$ cat src/rtl/system_bus_arbiter_pkg.sv
// Shared SystemBus arbiter types: FSM state, registered request record, line-compare helper.
// Request fields are sized to the widest supported bus; the arbiter uses only the low bits it needs.
package system_bus_arbiter_pkg;

  localparam int SYSBUS_ADDR_MAX = 64;
  localparam int SYSBUS_DATA_MAX = 512;
  localparam int SYSBUS_MASK_MAX = SYSBUS_DATA_MAX / 8;

  typedef enum logic {
    IDLE = 1'b0,
    BUSY = 1'b1
  } ArbState;

  typedef struct packed {
    logic                       we;
    logic                       ce;
    logic [SYSBUS_ADDR_MAX-1:0] addr;
    logic [SYSBUS_MASK_MAX-1:0] mask;
    logic [SYSBUS_DATA_MAX-1:0] data;
  } RwRequest;

  // True when both addresses fall in the same bus line of 2**off_w bytes.
  function automatic logic line_match(input logic [SYSBUS_ADDR_MAX-1:0] a,
                                      input logic [SYSBUS_ADDR_MAX-1:0] b,
                                      input int                         off_w);
    return (a >> off_w) == (b >> off_w);
  endfunction

endpackage

$ cat src/rtl/system_bus_arbiter_if.sv
// Arbiter bus bundle: N user ports and one provider port, read/write plus invalidation channels.
// master = arbiter view, slave = users + provider view.
interface system_bus_arbiter_if #(
  parameter int ADDR_WIDTH = 32,
  parameter int DATA_WIDTH = 64,
  parameter int N_USERS    = 2
);
  localparam int MASK_WIDTH = DATA_WIDTH / 8;

  logic [N_USERS-1:0]            u_rw_valid;
  logic [N_USERS-1:0]            u_rw_we;
  logic [N_USERS-1:0]            u_w_ce;
  logic [N_USERS*ADDR_WIDTH-1:0] u_rw_addr;
  logic [N_USERS*MASK_WIDTH-1:0] u_w_mask;
  logic [N_USERS*DATA_WIDTH-1:0] u_w_data;
  logic [N_USERS-1:0]            u_rw_ready;
  logic [DATA_WIDTH-1:0]         u_r_data;
  logic [N_USERS-1:0]            u_inv_valid;
  logic [ADDR_WIDTH-1:0]         u_inv_addr;
  logic [N_USERS-1:0]            u_inv_ready;

  logic                          p_rw_valid;
  logic                          p_rw_we;
  logic                          p_w_ce;
  logic [ADDR_WIDTH-1:0]         p_rw_addr;
  logic [MASK_WIDTH-1:0]         p_w_mask;
  logic [DATA_WIDTH-1:0]         p_w_data;
  logic                          p_rw_ready;
  logic [DATA_WIDTH-1:0]         p_r_data;
  logic                          p_inv_valid;
  logic [ADDR_WIDTH-1:0]         p_inv_addr;
  logic                          p_inv_ready;

  modport master (
    input  u_rw_valid, u_rw_we, u_w_ce, u_rw_addr, u_w_mask, u_w_data, u_inv_ready,
    input  p_rw_ready, p_r_data, p_inv_valid, p_inv_addr,
    output u_rw_ready, u_r_data, u_inv_valid, u_inv_addr,
    output p_rw_valid, p_rw_we, p_w_ce, p_rw_addr, p_w_mask, p_w_data, p_inv_ready
  );

  modport slave (
    output u_rw_valid, u_rw_we, u_w_ce, u_rw_addr, u_w_mask, u_w_data, u_inv_ready,
    output p_rw_ready, p_r_data, p_inv_valid, p_inv_addr,
    input  u_rw_ready, u_r_data, u_inv_valid, u_inv_addr,
    input  p_rw_valid, p_rw_we, p_w_ce, p_rw_addr, p_w_mask, p_w_data, p_inv_ready
  );

endinterface

$ cat src/rtl/system_bus_arbiter_rr_picker.sv
// Combinational round-robin picker: first requester at or after (last_i+1) mod N, wrapping.
// Purely combinational; no state, no backpressure.
module rr_picker #(
  parameter int N     = 2,
  parameter int IDX_W = $clog2(N)
) (
  input  logic [N-1:0]     req_i,
  input  logic [IDX_W-1:0] last_i,
  output logic [N-1:0]     gnt_oh_o,
  output logic [IDX_W-1:0] gnt_idx_o,
  output logic             gnt_vld_o
);

  always_comb begin
    int c;
    c         = 0;
    gnt_oh_o  = '0;
    gnt_idx_o = '0;
    gnt_vld_o = 1'b0;
    for (int k = 1; k <= N; k++) begin
      c = int'(last_i) + k;
      if (c >= N) c = c - N;
      if (!gnt_vld_o && req_i[c]) begin
        gnt_vld_o   = 1'b1;
        gnt_idx_o   = IDX_W'(c);
        gnt_oh_o[c] = 1'b1;
      end
    end
  end

endmodule

$ cat src/rtl/system_bus_arbiter.sv
// Round-robin N-user to single-provider SystemBus arbiter with an invalidation broadcast channel.
// Optional SYSBUS_ARB_INV_BLOCK_EN: hold off grants that hit the line of a pending invalidation.
module system_bus_arbiter
  import system_bus_arbiter_pkg::*;
#(
  parameter int ADDR_WIDTH = 32,
  parameter int DATA_WIDTH = 64,
  parameter int N_USERS    = 2
) (
  input logic                 clk,
  input logic                 rst,
  system_bus_arbiter_if.master bus
);

  localparam int MASK_WIDTH = DATA_WIDTH / 8;
  localparam int IDX_W      = $clog2(N_USERS);
  localparam int OFF_W      = $clog2(MASK_WIDTH);

  ArbState              state_q, state_d;
  logic [IDX_W-1:0]     last_q, last_d;
  logic [IDX_W-1:0]     gnt_q, gnt_d;
  RwRequest             req_q, req_d;
  RwRequest             pick_req;
  logic [N_USERS-1:0]   pick_oh;
  logic [IDX_W-1:0]     pick_idx;
  logic                 pick_vld;
  logic                 grant_block;
  logic [N_USERS-1:0]   rw_done;

  logic                 inv_pend_q, inv_pend_d;
  logic [ADDR_WIDTH-1:0] inv_addr_q, inv_addr_d;
  logic [N_USERS-1:0]   ack_q, ack_d;
  logic [N_USERS-1:0]   inv_vld;
  logic                 inv_done;

  rr_picker #(
    .N     (N_USERS),
    .IDX_W (IDX_W)
  ) u_rr_picker (
    .req_i     (bus.u_rw_valid),
    .last_i    (last_q),
    .gnt_oh_o  (pick_oh),
    .gnt_idx_o (pick_idx),
    .gnt_vld_o (pick_vld)
  );

  always_comb begin
    pick_req = '0;
    for (int i = 0; i < N_USERS; i++) begin
      if (pick_oh[i]) begin
        pick_req.we   = bus.u_rw_we[i];
        pick_req.ce   = bus.u_w_ce[i];
        pick_req.addr = SYSBUS_ADDR_MAX'(bus.u_rw_addr[i*ADDR_WIDTH +: ADDR_WIDTH]);
        pick_req.mask = SYSBUS_MASK_MAX'(bus.u_w_mask[i*MASK_WIDTH +: MASK_WIDTH]);
        pick_req.data = SYSBUS_DATA_MAX'(bus.u_w_data[i*DATA_WIDTH +: DATA_WIDTH]);
      end
    end
  end

`ifdef SYSBUS_ARB_INV_BLOCK_EN
  always_comb begin
    grant_block = 1'b0;
    for (int i = 0; i < N_USERS; i++) begin
      if (inv_pend_q && bus.u_rw_valid[i] &&
          line_match(SYSBUS_ADDR_MAX'(bus.u_rw_addr[i*ADDR_WIDTH +: ADDR_WIDTH]),
                     SYSBUS_ADDR_MAX'(inv_addr_q), OFF_W)) begin
        grant_block = 1'b1;
      end
    end
  end
`else
  assign grant_block = 1'b0;
`endif

  always_ff @(posedge clk) begin
    if (rst) begin
      state_q    <= IDLE;
      last_q     <= IDX_W'(N_USERS - 1);
      gnt_q      <= '0;
      req_q      <= '0;
      inv_pend_q <= 1'b0;
      inv_addr_q <= '0;
      ack_q      <= '0;
    end else begin
      state_q    <= state_d;
      last_q     <= last_d;
      gnt_q      <= gnt_d;
      req_q      <= req_d;
      inv_pend_q <= inv_pend_d;
      inv_addr_q <= inv_addr_d;
      ack_q      <= ack_d;
    end
  end

  // Completion pulses are suppressed under reset so an abandoned op never reports done.
  always_comb begin
    state_d = state_q;
    last_d  = last_q;
    gnt_d   = gnt_q;
    req_d   = req_q;
    rw_done = '0;
    case (state_q)
      IDLE: begin
        if (pick_vld && !grant_block) begin
          state_d = BUSY;
          gnt_d   = pick_idx;
          last_d  = pick_idx;
          req_d   = pick_req;
        end
      end
      BUSY: begin
        if (bus.p_rw_ready) begin
          state_d        = IDLE;
          rw_done[gnt_q] = ~rst;
        end
      end
      default: state_d = IDLE;
    endcase
  end

  assign inv_vld = {N_USERS{inv_pend_q}} & ~ack_q;

  always_comb begin
    inv_pend_d = inv_pend_q;
    inv_addr_d = inv_addr_q;
    ack_d      = ack_q;
    inv_done   = 1'b0;
    if (!inv_pend_q) begin
      if (bus.p_inv_valid) begin
        inv_pend_d = 1'b1;
        inv_addr_d = bus.p_inv_addr;
        ack_d      = '0;
      end
    end else begin
      ack_d = ack_q | (bus.u_inv_ready & inv_vld);
      if (&ack_d) begin
        inv_done   = ~rst;
        inv_pend_d = 1'b0;
      end
    end
  end

  assign bus.p_rw_valid  = (state_q == BUSY);
  assign bus.p_rw_we     = req_q.we;
  assign bus.p_w_ce      = req_q.ce;
  assign bus.p_rw_addr   = ADDR_WIDTH'(req_q.addr);
  assign bus.p_w_mask    = MASK_WIDTH'(req_q.mask);
  assign bus.p_w_data    = DATA_WIDTH'(req_q.data);
  assign bus.u_rw_ready  = rw_done;
  assign bus.u_r_data    = bus.p_r_data;
  assign bus.u_inv_valid = inv_vld;
  assign bus.u_inv_addr  = inv_addr_q;
  assign bus.p_inv_ready = inv_done;

endmodule

$ cat src/flat_wrapper.sv
// flat-port wrapper written by rule: the top's interface ports become plain ports
module system_bus_arbiter_flat import system_bus_arbiter_pkg::*;
#(
  parameter int ADDR_WIDTH = 32,
  parameter int DATA_WIDTH = 64,
  parameter int N_USERS    = 2
)
  (clk, rst, bus_u_rw_valid, bus_u_rw_we, bus_u_w_ce, bus_u_rw_addr, bus_u_w_mask, bus_u_w_data, bus_u_inv_ready, bus_p_rw_ready, bus_p_r_data, bus_p_inv_valid, bus_p_inv_addr, bus_u_rw_ready, bus_u_r_data, bus_u_inv_valid, bus_u_inv_addr, bus_p_rw_valid, bus_p_rw_we, bus_p_w_ce, bus_p_rw_addr, bus_p_w_mask, bus_p_w_data, bus_p_inv_ready);
  system_bus_arbiter_if #(.ADDR_WIDTH(ADDR_WIDTH), .DATA_WIDTH(DATA_WIDTH), .N_USERS(N_USERS)) bus_i ();
  input logic clk;
  input logic rst;
  input wire logic [$bits(bus_i.u_rw_valid)-1:0] bus_u_rw_valid;
  input wire logic [$bits(bus_i.u_rw_we)-1:0] bus_u_rw_we;
  input wire logic [$bits(bus_i.u_w_ce)-1:0] bus_u_w_ce;
  input wire logic [$bits(bus_i.u_rw_addr)-1:0] bus_u_rw_addr;
  input wire logic [$bits(bus_i.u_w_mask)-1:0] bus_u_w_mask;
  input wire logic [$bits(bus_i.u_w_data)-1:0] bus_u_w_data;
  input wire logic [$bits(bus_i.u_inv_ready)-1:0] bus_u_inv_ready;
  input wire logic [$bits(bus_i.p_rw_ready)-1:0] bus_p_rw_ready;
  input wire logic [$bits(bus_i.p_r_data)-1:0] bus_p_r_data;
  input wire logic [$bits(bus_i.p_inv_valid)-1:0] bus_p_inv_valid;
  input wire logic [$bits(bus_i.p_inv_addr)-1:0] bus_p_inv_addr;
  output wire logic [$bits(bus_i.u_rw_ready)-1:0] bus_u_rw_ready;
  output wire logic [$bits(bus_i.u_r_data)-1:0] bus_u_r_data;
  output wire logic [$bits(bus_i.u_inv_valid)-1:0] bus_u_inv_valid;
  output wire logic [$bits(bus_i.u_inv_addr)-1:0] bus_u_inv_addr;
  output wire logic [$bits(bus_i.p_rw_valid)-1:0] bus_p_rw_valid;
  output wire logic [$bits(bus_i.p_rw_we)-1:0] bus_p_rw_we;
  output wire logic [$bits(bus_i.p_w_ce)-1:0] bus_p_w_ce;
  output wire logic [$bits(bus_i.p_rw_addr)-1:0] bus_p_rw_addr;
  output wire logic [$bits(bus_i.p_w_mask)-1:0] bus_p_w_mask;
  output wire logic [$bits(bus_i.p_w_data)-1:0] bus_p_w_data;
  output wire logic [$bits(bus_i.p_inv_ready)-1:0] bus_p_inv_ready;
  assign bus_i.u_rw_valid = bus_u_rw_valid;
  assign bus_i.u_rw_we = bus_u_rw_we;
  assign bus_i.u_w_ce = bus_u_w_ce;
  assign bus_i.u_rw_addr = bus_u_rw_addr;
  assign bus_i.u_w_mask = bus_u_w_mask;
  assign bus_i.u_w_data = bus_u_w_data;
  assign bus_i.u_inv_ready = bus_u_inv_ready;
  assign bus_i.p_rw_ready = bus_p_rw_ready;
  assign bus_i.p_r_data = bus_p_r_data;
  assign bus_i.p_inv_valid = bus_p_inv_valid;
  assign bus_i.p_inv_addr = bus_p_inv_addr;
  assign bus_u_rw_ready = bus_i.u_rw_ready;
  assign bus_u_r_data = bus_i.u_r_data;
  assign bus_u_inv_valid = bus_i.u_inv_valid;
  assign bus_u_inv_addr = bus_i.u_inv_addr;
  assign bus_p_rw_valid = bus_i.p_rw_valid;
  assign bus_p_rw_we = bus_i.p_rw_we;
  assign bus_p_w_ce = bus_i.p_w_ce;
  assign bus_p_rw_addr = bus_i.p_rw_addr;
  assign bus_p_w_mask = bus_i.p_w_mask;
  assign bus_p_w_data = bus_i.p_w_data;
  assign bus_p_inv_ready = bus_i.p_inv_ready;
  system_bus_arbiter #(.ADDR_WIDTH(ADDR_WIDTH), .DATA_WIDTH(DATA_WIDTH), .N_USERS(N_USERS)) u_core (.clk(clk), .rst(rst), .bus(bus_i));
endmodule
$ cat config.mk
export PLATFORM = sky130hd
export DESIGN_NAME = system_bus_arbiter_flat
export DESIGN_NICKNAME = d
export VERILOG_FILES = /design/src/rtl/system_bus_arbiter_pkg.sv /design/src/rtl/system_bus_arbiter_if.sv /design/src/rtl/system_bus_arbiter_rr_picker.sv /design/src/rtl/system_bus_arbiter.sv /design/src/flat_wrapper.sv
export SDC_FILE = /design/constraint.sdc
export NUM_CORES = 1
export LEC_CHECK = 0
export CORE_AREA = 8 8 198 200
export CTS_BUF_LIST = sky130_fd_sc_hd__clkbuf_4
export DETAILED_ROUTE_END_ITERATION = 16
export DIE_AREA = 0 0 206 208
export PLACE_DENSITY_LB_ADDON = 0.2
export SETUP_SLACK_MARGIN = 0.1
export SKIP_LAST_GASP = 1
export SYNTH_ARGS = -nofsm -noshare
export SYNTH_HDL_FRONTEND = slang
export SYNTH_SLANG_ARGS = --single-unit
$ cat constraint.sdc
create_clock -name clk -period 3.5 [get_ports clk]
set_clock_uncertainty 0.1 [all_clocks]
set_input_delay 0.525 -clock clk [delete_from_list [all_inputs] [get_ports clk]]
set_output_delay 0.525 -clock clk [all_outputs]
set_load 0.05 [all_outputs]
Word level (Yosys, flattened, before mapping)
Cells that the tools add are included.
{ "word_totals": {"register_bits": 144, "in_bits": 316} }
{ "op_classes": {"bitwise_logic": 9, "add_sub_neg": 4, "n_lt_le_gt_ge": 8, "reduce_logical": 9, "n_mux": 34} }
{ "ops": {"columns": ["op", "n"], "rows": [
  ["$mux 642", 2],
  ["$ge 32x1->1 const B", 2],
  ["$lt 32x3->1 const B", 2],
  ["$mux 32", 2],
  ["$ge 32x3->1 const B", 1],
  ["$sub 32x3->32 const B", 1],
  ["$mux 1", 20],
  ["$mux 2", 6],
  ["$and 2x2->2", 3],
  ["$reduce_and 2->1", 3],
  ["$logic_and 1x1->1", 4],
  ["$or 2x2->2", 2],
  ["$sub 3x2->4 const B", 1],
  ["$add 1x2->3 const B", 1],
  ["$demux 1 s1", 3],
  ["$ge 3x2->1 const B", 1],
  ["$not 1->1", 3],
  ["$add 1x1->2 const B", 1],
  ["$lt 1x2->1 const B", 1],
  ["$not 2->2", 1],
  ["$pmux 1 s2", 1],
  ["$reduce_bool 2->1", 1],
  ["$ge 1x1->1 const B", 1],
  ["$logic_not 1->1", 1]
]} }

Longest topological paths before layout
Gate-level depths: netlist of run 1.
{ "depth": {"depth_word": 12, "ltp_mapped": 6, "mapped_depth_nobuf": 3} }

Cells and area by module
Synthesis of run 1 repeated with hierarchy kept, for this count alone.
{ "unflattened": {"cells_unflattened": 723, "hier_area_um2": 6486.2} }
{ "modules_own_cells": {"columns": ["module", "area_per_inst_um2", "n_inst", "cells_per_inst"], "rows": [
  ["system_bus_arbiter", 6453.7, 1, 718],
  ["rr_picker", 32.5, 1, 5]
]} }

Least setup slack after synthesis of run 1
OpenSTA, ideal clock, no wires.
{ "synth_timing": {"kind": "input to output", "start": "input rst", "end": "output bus_p_inv_ready", "arrival_ps": 2267, "t_required_ps": 2875, "slack_ps": 608, "cell_stages": 4, "path_cell_list": "buf_2 -> buf_1 -> buf_1 -> nor3b_1"} }
{ "synth_between": {"elab_chain_len": 3} }
{ "synth_lines": {"columns": ["item", "line_no", "text"], "rows": [
  ["from (decl)", "flat_wrapper.sv:11", "input logic rst;"],
  ["$not 1->1", "system_bus_arbiter.sv:137", "inv_done = ~rst;"],
  ["$mux 1", "system_bus_arbiter.sv:136", "if (&ack_d) begin"],
  ["$mux 1", "system_bus_arbiter.sv:128", "if (!inv_pend_q) begin"],
  ["to (decl)", "flat_wrapper.sv:33", "output wire logic [$bits(bus_i.p_inv_ready)-1:0] bus_p_inv_ready;"]
]} }
Every way passes these cells.

Worst setup path after layout of run 1
{ "layout_timing": {"start": "register u_core.state_q, in the netlist u_core.bus.p_rw_valid", "end": "output bus_u_rw_ready[1]"} }
{ "layout_between": {"elab_chain_len": 1} }
{ "layout_lines": {"columns": ["item", "line_no", "text"], "rows": [
  ["from (decl)", "system_bus_arbiter.sv:19", "ArbState state_q, state_d;"],
  ["from (signal assigned)", "system_bus_arbiter.sv:85", "state_q <= state_d;"],
  ["$mux 2", "system_bus_arbiter.sv:102", "case (state_q)"],
  ["to (decl)", "flat_wrapper.sv:23", "output wire logic [$bits(bus_i.u_rw_ready)-1:0] bus_u_rw_ready;"]
]} }
Every way passes these cells.

==> results.md, run 1 <==
## Floorplan
* 36080 µm² — Core Footprint
* 524 — # IOs
* 70 — number of cell rows
* 206 µm — die width
* 16.93% — Initial Util
* 42850 µm² — Die Outline Area
* 208 µm — vertical die dimension

## Critical path
* output pin — nature of the critical path endpoint
* register — type of origin of the critical path
* 1 — Bufs and invs on worst path
* 0.84 ns — largest stage delay on the critical path
* buffers and inverters — kind of cell with the highest combined delay on the critical path
* sky130_fd_sc_hd__clkdlybuf4s50_1 — cell at the slowest stage of the critical path
* 6 — Max FO, Critical Path
* reg -> out — crit path kind
* u_core.bus.p_rw_valid$_SDFF_PP0_ — reg-to-reg startpoint
* 2.87 ns — Worst Path Required
* nand2_1 -> nor3b_1 -> clkdlybuf4s50_1 — Critical Path, Cell by Cell
* 2.22 ns — arrival time worst endpoint
* u_core.bus.p_rw_valid$_SDFF_PP0_ — worst setup path start

## Yosys
* sky130_fd_sc_hd__dfxtp_1 — largest area contributor in the synthesized netlist
* 6108 µm² — netlist area before placement
* 0 — total of warnings raised by yosys
* 603 — Synth Instances
* 10.13 µm² — synthesized area divided by synthesized cell count
* 47.19% — share of Yosys cell area claimed by the top area cell type
* 47.19% — post-synthesis sequential area ratio
* 22 — number of unique standard cell types used by synthesis
* 144 — synthesis-stage register bit count
* 919 — post-synthesis net count
* sky130_fd_sc_hd__dfxtp_1 (47%), sky130_fd_sc_hd__a221o_1 (17%), sky130_fd_sc_hd__nor3b_1 (13%) — cells taking the most area after synthesis

## Power and ir drop
* 2.813 mW — internal power summed over all cells
* 42.5% — share of power burned in registers
* 35.27% — Sw Ratio
* 3.556 nW — Leakage Power
* 32.5% — part of the total power dissipated in combinational logic
* 1.533 mW — switching pwr
* 422.8 nW/µm² — Power Density
* 0.2039 mV — largest voltage drop on the vdd net
* 25.0% — Clock power frac

## Worst hold path
* rst — launch instance of the worst min-delay path
* in -> reg — Hold Crit Class

## Layout
* 10280 µm² — design area
* sky130_fd_sc_hd__clkdlybuf4s50_1 (394), sky130_fd_sc_hd__dfxtp_1 (144), sky130_fd_sc_hd__nor3b_1 (108) — most frequent cells in the layout
* 68.29% — Area growth, synth to finish
* 4.705% — share of post-route cells with drive strength above 1
* 1384 — non-filler instance count after layout
* 1219 — layout net count
* sky130_fd_sc_hd__clkdlybuf4s50_1 — most frequent standard cell in the layout excluding fill and tap cells

## Route
* 4.220 — via density per instance
* 5841 — vias post-DR
* 276 — Initial DRC Count
* 0 — number of nets with antenna violations after detailed routing
* 4 — Initial DRT Pass Iterations
* 0 — DRC violations left
* 19.84 µm — drt wl/cell
* 27460 µm — final wirelength

## Global route
* 110 — pin count of the biggest net entering global routing
* 6161 — number of global-route vias before repair
* 0 — remaining global-route overflow
* 39610 µm — wire length of the first global-routing pass
* 12.13% — overall fraction of global-route tracks in use
* 1 — initial antenna violation count

## Placement
* 19750 µm — dpl hpwl
* 0.7124 — weighted congestion reported at the end of routability-driven placement
* 10020 µm² — area of placed instances
* 1352 — number of placed instances with taps included
* 395 — number of port buffers

## STA
* 0 — final setup violation count
* 81.29% — fraction of the cycle the final worst path needs
* 57.22% — Relative slew margins
* 0 — final hold violations
* 0 — max-slew violation count
* 2.845 ns — shortest clock period the worst path allows after layout
* 0.3515 GHz — peak clock frequency supported by timing
* no — RSZ-0062 raised after global routing
* 0 ns — accumulated negative setup slack
* 0.6417 ns — slew at the pin closest to its max-slew limit

## Clock network
* 0 — hold buffer count at cts
* 4 — CTS H-Tree Depth
* 0.13 ns — Clock Pin Slew Worst Setup and Hold Paths
* 0 — number of post-CTS setup repair buffers
* sky130_fd_sc_hd__clkbuf_4 — root cell of the clock tree
* 0.56 ns — clock insertion delay at the later pin of the skew report
* 144 — Sinks on Clock Net
* 2 — Clock Path Buffers
* 17 — clock buffers created by TritonCTS
* yes — TritonCTS clock tree
* 0 — PostCTS Resize Cnt

## Flow run
* 0 — Max Cap Viol

## Status
* finished clean — status

-- metal layers --
metal | GRT usage (%) | vias up | wire [µm]
met5 | 0 | - | 0
li1 | - | 2786 | -
met1 | 13.77 | 2726 | 11130
met2 | 19.26 | 292 | 12790
met4 | 5.435 | 0 | 786
met3 | 5.469 | 37 | 2757
-- state kept, by name, summed over array words and instances, names as in the netlist --
register / cells
u_core.ack_q: 2
u_core.bus.p_rw_addr: 32
u_core.bus.p_rw_valid: 1
u_core.bus.p_rw_we: 1
u_core.bus.p_w_ce: 1
u_core.bus.p_w_data: 64
u_core.bus.p_w_mask: 8
u_core.bus.u_inv_addr: 32
u_core.gnt_q: 1
u_core.inv_pend_q: 1
u_core.last_q: 1
-- per-stage QoR --
| stage | total power, mW | worst slack [ns] | hold WS [ns] | utilization [%] |
|---|---|---|---|---|
| after floorplan | 2.838 | 0.6083 | 0.3452 | - |
| after global placement | 3.313 | 0.7494 | 0.3413 | 27.77 |
| after detailed placement | 3.312 | 0.7272 | 0.3470 | 27.77 |
| after CTS | 4.459 | 0.5162 | 0.2187 | 28.47 |
| after global routing | 4.563 | 0.4413 | 0.2558 | 28.49 |
| final | 4.346 | 0.6550 | 0.3377 | 28.49 |
-- synthesized netlist by cell type --
master	count
sky130_fd_sc_hd__o31ai_1	1
sky130_fd_sc_hd__buf_1	7
sky130_fd_sc_hd__a211oi_4	1
sky130_fd_sc_hd__dfxtp_1	144
sky130_fd_sc_hd__o21ba_1	1
sky130_fd_sc_hd__o22ai_1	1
sky130_fd_sc_hd__nand2b_1	3
sky130_fd_sc_hd__nor2_1	5
sky130_fd_sc_hd__a21o_1	1
sky130_fd_sc_hd__clkbuf_1	17
sky130_fd_sc_hd__buf_6	1
sky130_fd_sc_hd__a22oi_1	2
sky130_fd_sc_hd__a21oi_1	34
sky130_fd_sc_hd__a221o_1	106
sky130_fd_sc_hd__nor3b_1	108
sky130_fd_sc_hd__nor2b_1	4
sky130_fd_sc_hd__buf_4	74
sky130_fd_sc_hd__buf_2	24
sky130_fd_sc_hd__a211o_1	1
sky130_fd_sc_hd__nor3_4	1
sky130_fd_sc_hd__nor3_1	1
sky130_fd_sc_hd__nand2_1	66
-- cell type report --
class | count | area (µm²)
sequential | 144 | 2883
fill | 3895 | 25800
clock buffer | 18 | 135.1
multi-input combinational | 336 | 2457
clock inverter | 12 | 120.1
antenna | 2 | 5.005
timing repair buffer | 404 | 4094
tap | 468 | 585.6
-- cell families after synthesis --
kind of cell	Yosys count	share of synthesized area, %
flip-flops	144	47.19
AND/OR/NAND/NOR	188	18.70
buffers and inverters	123	12.72
AO/OA/AOI/OAI	148	21.38
-- power groups by stage --
stage | Clock (mW) | Combinational [mW] | Sequential, mW
2_1_floorplan | 0 | 0.503 | 2.33
3_3_place_gp | 0 | 1.43 | 1.88
3_5_place_dp | 0 | 1.43 | 1.88
4_1_cts | 1.18 | 1.43 | 1.85
5_1_grt | 1.22 | 1.48 | 1.87
6_report | 1.08 | 1.41 | 1.85
-- final timing paths --
kind                            depth (start not counted)                                    end  slack [ns]
worst min-delay path                                    2           u_core.ack_q[0]$_SDFFE_PP0P_        0.34
worst max register to register                          4   u_core.bus.p_rw_addr[4]$_SDFFE_PP0P_        1.64
worst max-delay path                                    3                      bus_u_rw_ready[1]        0.66
worst min register to register                          2  u_core.bus.u_inv_addr[0]$_SDFFE_PP0P_        0.36
-- worst register-to-register path: cells and delay by family, from the launching register on --
family | cells | cell delay [ns]
AND/OR/NAND/NOR | 2 | 0.45
AO/OA/AOI/OAI | 1 | 0.33
flip-flops | 1 | 0.40
buffers and inverters | 1 | 0.53
Note: power is estimated with default switching activity, not from simulation.
==> inputs of run 2 (changes only) <==
==> constraint.sdc (replaced) <==
create_clock -name clk -period 2.78 [get_ports clk]
set_clock_uncertainty 0.1 [all_clocks]
set_input_delay 0.417 -clock clk [delete_from_list [all_inputs] [get_ports clk]]
set_output_delay 0.417 -clock clk [all_outputs]
set_load 0.05 [all_outputs]
==> run 2 against run 1 <==
Worst setup slack got worse by 0.29 ns; clock power rose by 21%; combinational power rose by 27%; via count rose by 0.87%; sequential power rose by 26%; cell area rose by 0.35%; critical path depth fell by 2; die area did not move; register-to-register slack got worse by 0.61 ns; global-route usage rose by 0.44 points.
==> results.md, run 2 (same netlist as run 1, synthesis figures left out) <==
## Layout
* 1388 — non-filler instance count after layout, +0.29%
* 2457 µm² — area of combinational cells with multiple inputs, unchanged
* 2883 µm² — footprint of the flip-flops and latches, unchanged
* 5.447% — share of post-route cells with drive strength above 1, +0.74 points
* 3860 — Fillers, -0.90%
* sky130_fd_sc_hd__clkdlybuf4s50_1 — most frequent standard cell in the layout excluding fill and tap cells
* sky130_fd_sc_hd__clkdlybuf4s50_1 (389), sky130_fd_sc_hd__dfxtp_1 (144), sky130_fd_sc_hd__nor3b_1 (108) — most frequent cells in the layout
* 64 — number of flip-flops in the largest register, unchanged
* 1221 — layout net count, +0.16%
* 68.88% — Area growth, synth to finish
* 10320 µm² — design area, +0.35%

## Placement
* 1354 — number of placed instances with taps included, +0.15%
* 20430 µm — dpl hpwl, +3.5%
* 0.7250 — weighted congestion reported at the end of routability-driven placement, +1.8%
* 0.4003 ns — post-placement setup slack, -0.3269 ns
* 10060 µm² — area of placed instances, +0.45%
* 395 — number of port buffers, unchanged

## Power and ir drop
* 3.598 nW — Leakage Power, +1.2%
* 526.0 nW/µm² — Power Density, +24%
* 0.2122 mV — largest voltage drop on the vdd net, +4.1%

## Route
* 4 — Initial DRT Pass Iterations, unchanged
* 0 — number of nets with antenna violations after detailed routing, unchanged
* 5892 — vias post-DR, +0.87%
* 247 — Initial DRC Count, -11%
* 0 — DRC violations left, unchanged
* 20.27 µm — drt wl/cell, +2.2%
* 28140 µm — final wirelength, +2.5%
* 4.245 — via density per instance, +0.58%

## Critical path
* u_core.bus.p_rw_valid$_SDFF_PP0_ — reg-to-reg startpoint
* 1 — Bufs and invs on worst path, unchanged
* 1.90 ns — arrival time worst endpoint, -0.32 ns
* reg -> out — crit path kind
* 6 — Max FO, Critical Path, unchanged
* output pin — nature of the critical path endpoint
* 2.26 ns — Worst Path Required, -0.61 ns
* 4 — number of cells traversed by the worst register-to-register path, unchanged
* 0.87 ns — largest stage delay on the critical path, +0.03 ns
* buffers and inverters — kind of cell with the highest combined delay on the critical path
* register — type of origin of the critical path
* u_core.bus.p_rw_addr[10]$_SDFFE_PP0P_ — reg-to-reg endpoint
* 1.03 ns — register-to-register setup slack, -0.61 ns
* clkdlybuf4s50_1 — Critical Path, Cell by Cell
* sky130_fd_sc_hd__clkdlybuf4s50_1 — cell at the slowest stage of the critical path

## Worst hold path
* 2 — hold-critical path depth, unchanged
* in -> reg — Hold Crit Class
* rst — launch instance of the worst min-delay path
* u_core.inv_pend_q$_SDFF_PP0_ — endpoint with the worst hold slack

## STA
* no — RSZ-0062 raised after global routing
* 0 — max-slew violation count, unchanged
* 0.1379 ns — Fin Hold WS, -0.1999 ns
* 2.419 ns — shortest clock period the worst path allows after layout
* 87.01% — fraction of the cycle the final worst path needs
* 0.3612 ns — worst path setup slack after routing, -0.2938 ns
* 0.5799 ns — slew at the pin closest to its max-slew limit, -0.06184 ns
* 0 — final setup violation count, unchanged
* 0 — final hold violations, unchanged
* 0.4134 GHz — peak clock frequency supported by timing
* 0 ns — accumulated negative setup slack, unchanged
* 61.22% — Relative slew margins, +4.0 points

## Floorplan
* 36080 µm² — Core Footprint, unchanged
* 70 — number of cell rows, unchanged
* 16.93% — Initial Util, unchanged
* 42850 µm² — Die Outline Area, unchanged
* 206 µm — die width, unchanged
* 524 — # IOs, unchanged
* 208 µm — vertical die dimension, unchanged

## Global route
* 1 — initial antenna violation count, unchanged
* 19.85% — met2 usage in global routing, +0.59 points
* 0 — remaining global-route overflow, unchanged
* 89 — pin count of the biggest net entering global routing, -19%
* 41000 µm — wire length of the first global-routing pass, +3.5%
* 6.231% — GRT met3 Usage, +0.76 points
* 14.32% — Global Route met1 Usage, +0.55 points
* 6277 — number of global-route vias before repair, +1.9%
* 12.57% — overall fraction of global-route tracks in use, +0.44 points
* met2 — global routing's busiest layer

## Clock network
* 0 — number of post-CTS setup repair buffers, unchanged
* 0.11 ns — Clock Pin Slew Worst Setup and Hold Paths, -0.02 ns
* 17 — clock buffers created by TritonCTS, unchanged
* yes — TritonCTS clock tree
* 144 — Sinks on Clock Net, unchanged
* 2 — Clock Path Buffers, unchanged
* 4 — CTS H-Tree Depth, unchanged
* 0.58 ns — clock insertion delay at the later pin of the skew report, +0.02 ns
* 0 — hold buffer count at cts, unchanged
* sky130_fd_sc_hd__clkbuf_4 — root cell of the clock tree

## Status
* finished clean — status

## Flow run
* 0 — Max Cap Viol, unchanged

[run 2: final cells by class]
class / count / share of cell area (%)
flip-flops and latches: 144 / 27.94
diodes: 2 / 0.04851
multi-input cells: 336 / 23.82
clock buffers: 20 / 1.455
well taps: 468 / 5.676
repair buffers: 406 / 40.13
clock inverters: 12 / 0.9218
[run 2: report_power, final]
group | switching (mW) | total (mW) | internal, mW
Sequential | 0.0910 | 2.33 | 2.24
Combinational | 1.00 | 1.79 | 0.788
Clock | 0.846 | 1.31 | 0.460
Total | 1.94 | 5.43 | 3.48
[run 2: how the worst max path moves through the flow]
stage / from / to / slack, ns / depth (start not counted)
finish: u_core.bus.p_rw_valid$_SDFF_PP0_ / bus_p_rw_valid / 0.36 / 1
global route: u_core.bus.p_rw_valid$_SDFF_PP0_ / bus_p_rw_valid / 0.21 / 1
CTS: u_core.inv_pend_q$_SDFF_PP0_ / bus_u_inv_valid[0] / 0.10 / 2
detailed placement: bus_u_rw_valid[0] / u_core.bus.p_rw_addr[22]$_SDFFE_PP0P_ / 0.40 / 5
global placement: bus_u_rw_valid[0] / u_core.bus.p_w_data[62]$_SDFFE_PP0P_ / 0.43 / 5
floorplan: rst / bus_p_inv_ready / 0.10 / 4
[run 2: stage by stage]
stage | utilization, % | total power, mW
2_1_floorplan | - | 3.573
3_3_place_gp | 27.89 | 4.185
3_5_place_dp | 27.89 | 4.187
4_1_cts | 28.57 | 5.576
5_1_grt | 28.59 | 5.717
6_report | 28.59 | 5.426
[run 2: repair_timing]
item / CTS / global route
gates resized for setup: 1 / 1
hold endpoints to repair: 0 / 0
setup endpoints to repair: 1 / 1
[run 2: per-layer routing]
metal	up-vias	routed length, µm	part of all wire, %
li1	2787	-	-
met1	2786	11390	40
met2	284	13030	46
met3	35	2985	11
met4	0	731	2.6
met5	-	0	0
